[src/rtl/rr_mux5_2_arbiter_pkg.sv]
// rr_arb_pkg: shared constants, output-register state and channel rotation helper
package rr_arb_pkg;
  localparam int N_CHAN = 5;
  localparam int DATA_W = 2;
  localparam int SEL_W = 3;
  typedef enum logic {EMPTY, FULL} out_state_t;
  function automatic logic [SEL_W-1:0] next_chan(input logic [SEL_W-1:0] idx);
    return (idx == SEL_W'(N_CHAN - 1)) ? '0 : idx + SEL_W'(1);
  endfunction
endpackage

[src/rtl/rr_mux5_2_arbiter_if.sv]
// rr_mux5_2_arbiter_if: producer request/grant bus plus downstream valid/ready port
interface rr_mux5_2_arbiter_if;
  import rr_arb_pkg::*;
  logic [N_CHAN-1:0] in_valid;
  logic [N_CHAN*DATA_W-1:0] in_data;
  logic [N_CHAN-1:0] in_ready;
  logic out_valid;
  logic [DATA_W-1:0] out_data;
  logic [SEL_W-1:0] out_chan;
  logic out_ready;
  modport master (output in_valid, in_data, out_ready, input in_ready, out_valid, out_data, out_chan);
  modport slave (input in_valid, in_data, out_ready, output in_ready, out_valid, out_data, out_chan);
endinterface

[src/rtl/rr_mux5_2_arbiter_mux.sv]
// mux5_2: 5-way 2-bit word select; select codes 5-7 read zero padding
module mux5_2
  import rr_arb_pkg::*;
(
  input  logic [N_CHAN*DATA_W-1:0] a,
  input  logic [SEL_W-1:0]         s,
  output logic [DATA_W-1:0]        y
);
  logic [(1<<SEL_W)*DATA_W-1:0] pad;
  assign pad = {{((1<<SEL_W)-N_CHAN)*DATA_W{1'b0}}, a};
  assign y = pad[s*DATA_W +: DATA_W];
endmodule

[src/rtl/rr_mux5_2_arbiter.sv]
// rr_mux5_2_arbiter: round-robin grant over five channels into a one-deep output register
module rr_mux5_2_arbiter
  import rr_arb_pkg::*;
(
  input logic clk,
  input logic rst,
  rr_mux5_2_arbiter_if.slave bus
);
  out_state_t state_q, state_d;
  logic [SEL_W-1:0] last_grant_q, grant_idx, cand;
  logic [DATA_W-1:0] out_data_q, y;
  logic [SEL_W-1:0] out_chan_q;
  logic found, can_load, accept, drain;
  // search starts just after last_grant so it is visited last
  always_comb begin
    grant_idx = last_grant_q;
    found = 1'b0;
    cand = last_grant_q;
    for (int k = 0; k < N_CHAN; k++) begin
      cand = next_chan(cand);
      if (!found && bus.in_valid[cand]) begin
        grant_idx = cand;
        found = 1'b1;
      end
    end
  end
  assign drain = (state_q == FULL) && bus.out_ready;
  assign can_load = (state_q == EMPTY) || drain;
  assign accept = !rst && can_load && found;
  assign state_d = accept ? FULL : drain ? EMPTY : state_q;
  assign bus.in_ready = accept ? N_CHAN'(1) << grant_idx : '0;
  assign bus.out_valid = (state_q == FULL);
  assign bus.out_data = out_data_q;
  assign bus.out_chan = out_chan_q;
  mux5_2 u_mux (.a(bus.in_data), .s(grant_idx), .y(y));
  always_ff @(posedge clk) begin
    if (rst) begin
      state_q <= EMPTY;
      last_grant_q <= SEL_W'(N_CHAN - 1);
      out_data_q <= '0;
      out_chan_q <= '0;
    end else begin
      state_q <= state_d;
      if (accept) begin
        out_data_q <= y;
        out_chan_q <= grant_idx;
        last_grant_q <= grant_idx;
      end
    end
  end
endmodule

[src/flat_wrapper.sv]
// flat-port wrapper written by rule: the top's interface ports become plain ports
module rr_mux5_2_arbiter_flat import rr_arb_pkg::*;
  (clk, rst, bus_in_valid, bus_in_data, bus_out_ready, bus_in_ready, bus_out_valid, bus_out_data, bus_out_chan);
  rr_mux5_2_arbiter_if bus_i ();
  input logic clk;
  input logic rst;
  input wire logic [$bits(bus_i.in_valid)-1:0] bus_in_valid;
  input wire logic [$bits(bus_i.in_data)-1:0] bus_in_data;
  input wire logic [$bits(bus_i.out_ready)-1:0] bus_out_ready;
  output wire logic [$bits(bus_i.in_ready)-1:0] bus_in_ready;
  output wire logic [$bits(bus_i.out_valid)-1:0] bus_out_valid;
  output wire logic [$bits(bus_i.out_data)-1:0] bus_out_data;
  output wire logic [$bits(bus_i.out_chan)-1:0] bus_out_chan;
  assign bus_i.in_valid = bus_in_valid;
  assign bus_i.in_data = bus_in_data;
  assign bus_i.out_ready = bus_out_ready;
  assign bus_in_ready = bus_i.in_ready;
  assign bus_out_valid = bus_i.out_valid;
  assign bus_out_data = bus_i.out_data;
  assign bus_out_chan = bus_i.out_chan;
  rr_mux5_2_arbiter u_core (.clk(clk), .rst(rst), .bus(bus_i));
endmodule
[config.mk]
export PLATFORM = sky130hd
export DESIGN_NAME = rr_mux5_2_arbiter_flat
export DESIGN_NICKNAME = d
export VERILOG_FILES = /design/src/rtl/rr_mux5_2_arbiter_pkg.sv /design/src/rtl/rr_mux5_2_arbiter_if.sv /design/src/rtl/rr_mux5_2_arbiter_mux.sv /design/src/rtl/rr_mux5_2_arbiter.sv /design/src/flat_wrapper.sv
export SDC_FILE = /design/constraint.sdc
export NUM_CORES = 1
export LEC_CHECK = 0
export CAP_MARGIN = 5
export CORE_ASPECT_RATIO = 2
export CORE_UTILIZATION = 45
export CTS_BUF_LIST = sky130_fd_sc_hd__clkbuf_2 sky130_fd_sc_hd__clkbuf_4 sky130_fd_sc_hd__clkbuf_8
export DETAILED_ROUTE_END_ITERATION = 10
export PLACE_DENSITY = 0.75
export RECOVER_POWER = 100
export SYNTH_ARGS = -nofsm -noshare
export SYNTH_HDL_FRONTEND = slang
export SYNTH_SLANG_ARGS = --single-unit
[constraint.sdc]
create_clock -name clk -period 4.5 [get_ports clk]
set_input_delay 0.675 -clock clk [delete_from_list [all_inputs] [get_ports clk]]
set_output_delay 0.675 -clock clk [all_outputs]
set_load 0.01 [all_outputs]
==> summary.md <==
| Metric | Value |
|---|---|
| Number of core rows | 28 |
| Syn avg cell area | 7.50 um^2 |
| Synth Instances | 183 |
| CP endpoint kind | output port |
| Vias in the first global route | approximately 1800 |
| GPL Wtd Cong | ~0.97 |
| Inserted Clock Buffers | 3 |
| Placed Area | roughly 2000 um^2 |
| WP data required | 3.83 ns |
| Share of cells above drive strength 1 | 37.3% |
| Nets | between 200 and 300 |
| Synth top area share | approximately a tenth |
| Relative slew slack | roughly 73% |
| Gr usage total | approximately 33% |
| Worst skew pair latency | approximately 0.22 ns |
| Layer with the highest usage | met2 |
| Startpoint class of the critical path | flop |
| First-pass GRT wire length | ~7700 um |
| Worst Hold Path EP | u_core.bus.out_chan[2] |
| Largest stage delay on the critical path | about 0.4 ns |
| Total of max-cap violations | 0 |
| CTS sink cnt | 7 |
| Kind of critical path | flop to output port |
| CP max-delay cell | or3_4 |
| CTS tree | yes |
| ANT nets after route | 0 |
| Chip width | around 40 um |
| Initial antenna violation count | 0 |
| Buf/Inv on CP | 4 |
| Sequential share of the synthesized area | ~10% |
| Hold wc startpoint | u_core.bus.out_chan[2] |
| RR Startpoint | u_core.bus.out_chan[1] |
| Critical path's top delay family | compound AO/OA/AOI/OAI gates |
| RSZ-0062 raised after global routing | true |
| Final Max Slew Viols | 0 |
| Setup TNS | 0 ns |
| Total gr overflow | 0 |
| Clock Path Buffers | 2 |
| DIE AREA | roughly 3300 um^2 |
| R2R setup slack | 0.51 ns |
| H-tree depth | 1 |
| Die height | approximately 80 um |
| Slew @ Worst Pin | approximately 0.39 ns |
| Vias/cell | a little over 6 |
| DR WL/cell | ~18 um |
| Mapped Area | around 1400 um^2 |
| Worst path cell trace | inv_1 > ha_2 > nor2b_1 > o311a_4 > or3_4 > a211o_1 > a21oi_2 > nor3_2 > o21a_4 > o211ai_4 > mux2i_4 > buf_6 > buf_6 > nand2b_4 > nor2_2 > buf_2 |
| # fillers | 241 |
| DRC | 0 |
| Worst min-delay path category | flop to flop |
| Initial DRC Count | 38 |
| Synth top area cells | dfxtp_1 (10%), mux2i_1 (7.3%), nand2_1 (6.0%) |
| IO Pins | 29 |
| Status | completed |
| Synth async-reset ratio | 0% |
| Routing usage on met3 | 5.25% |
| Final instance area | about 2100 um^2 |
| Area Overhead vs Synth | 55.7% |
| Synthesized flop and latch total | 7 |
| Fmax | 0.224 GHz |
| Worst Skew | 0.00236 ns |
| Fin. Hold Viols | 0 |
| Ant. Diodes | 0 |
| R2R cell count | 17 |
| Crit-path max FO | 4 |
| Initial Utilization | a little under half |
| DR vias | 1737 |
| Pin count of the biggest net entering global routing | 20 |
| Area leader, netlist | dfxtp_1 |
| Reg2Reg Capture Point | u_core.bus.out_data[1] |
| Setup Viol. Count Final | 0 |
| Yosys cell types | between 60 and 70 |
| Initial DRT Pass Iterations | 4 |
| Post-synth EDFFs | 0 |
| Final Cycle Share | between 90% and 100% |
| Hold Path Cell Cnt | 1 |
| Clock root buffer | clkbuf_8 |
| Most common cell after layout, fill and taps aside | buf_4 |
| DP Wirelength | a little under 4000 um |
| Worst EP arrival | ~3.8 ns |
| Final min period | about 4.5 ns |
| Core ar. | between 2000 and 3000 um^2 |
| Syn_nets | just over 200 |
| Yosys warning count | 0 |
| Clock transition at the registers of the reported paths | ~0.040 ns |
| Most frequent cells in the layout | buf_4 (44), nand2_1 (21), clkdlybuf4s50_1 (17) |
| # port buffers | 28 |
| Global-route met1 utilization | roughly a third |
| CP startpoint | u_core.bus.out_chan[1] |
| Crit path top cell by count | buf_6 |
| Ys flop type | dfxtp_1 |
| Final wirelength | 5040 um |
| Met2 track demand over resource | 59.5% |
==> what timing repair did <==
| action | 4_1_cts | 5_1_grt |
|---|---|---|
| setup endpoints to repair | 5 | 5 |
| gates resized for setup | 20 | 26 |
| pin swaps | 5 | 10 |
| setup buffers | 2 | 0 |
| hold buffers | 0 | 0 |
| cloned | 0 | 0 |
==> sequential cells by signal, indices dropped and copies added, names as in the netlist <==
register              count
u_core.bus.out_valid      1
u_core.last_grant_q       1
u_core.bus.out_chan       3
u_core.bus.out_data       2
==> synthesized netlist by cell type (3+ instances only) <==
master	count
buf_2	3
ha_1	4
a22oi_1	3
inv_1	6
and2_1	5
o21ai_0	3
nand2b_1	5
mux2_2	5
a211oi_1	3
a21o_1	4
nand2_1	22
a21oi_1	12
nor2b_1	3
nor3b_1	3
clkbuf_1	4
dfxtp_1	7
mux2i_1	10
o21ai_1	3
o22ai_1	3
nor3_1	5
nor2_1	15
==> layer usage <==
| metal | up-vias | wire [um] |
|---|---|---|
| met2 | 55 | 2960 |
| met5 | - | 0 |
| met4 | 0 | 211 |
| met3 | 24 | 101 |
| met1 | 830 | 1770 |
| li1 | 828 | - |
==> worst max-delay path by stage <==
| stage | slack (ns) | end | cells past startpoint |
|---|---|---|---|
| global placement | -0.10 | bus_in_ready[3] | 14 |
| global route | -0.07 | bus_in_ready[1] | 16 |
| detailed placement | -0.21 | bus_in_ready[3] | 14 |
| finish | 0.04 | bus_in_ready[1] | 16 |
| CTS | -0.07 | bus_in_ready[0] | 18 |
| floorplan | 0.07 | bus_in_ready[2] | 14 |
==> cell families (layout without fill, tap and decap cells) <==
family                   after synthesis  count (layout)  synth area share (%)
AND/OR/NAND/NOR                       73              73                  28.6
AO/OA/AOI/OAI                         64              64                  37.2
multiplexers                          17              17                  13.5
buffers and inverters                 15              84                  4.92
flip-flops                             7               7                  10.2
adder cells (fa/ha/maj)                4               4                  3.65
XOR/XNOR                               3               3                  1.91
==> metrics by stage <==
stage	hold WS, ns	setup WS [ns]	utilization, %	std cells
finish	0.466	0.0378	72.6	282
global route	0.487	-0.0671	72.6	282
CTS	0.471	-0.0730	70.9	282
detailed placement	0.447	-0.209	67.1	276
global placement	0.439	-0.102	67.1	276
floorplan	0.497	0.0748	-	183
==> cell type report <==
| cell class | count | area [um^2] | share of cell area (%) |
|---|---|---|---|
| sequential | 7 | 148 | 6.91 |
| multi-input combinational | 161 | 1260 | 59.2 |
| clock buffer | 4 | 48.8 | 2.28 |
| inverter | 6 | 25.0 | 1.17 |
| timing repair buffer | 74 | 613 | 28.7 |
| tap | 30 | 37.5 | 1.76 |
Power is left out: the tool's default activity adds up to more than one toggle a clock period on the data nets, which glitch-free logic cannot reach.
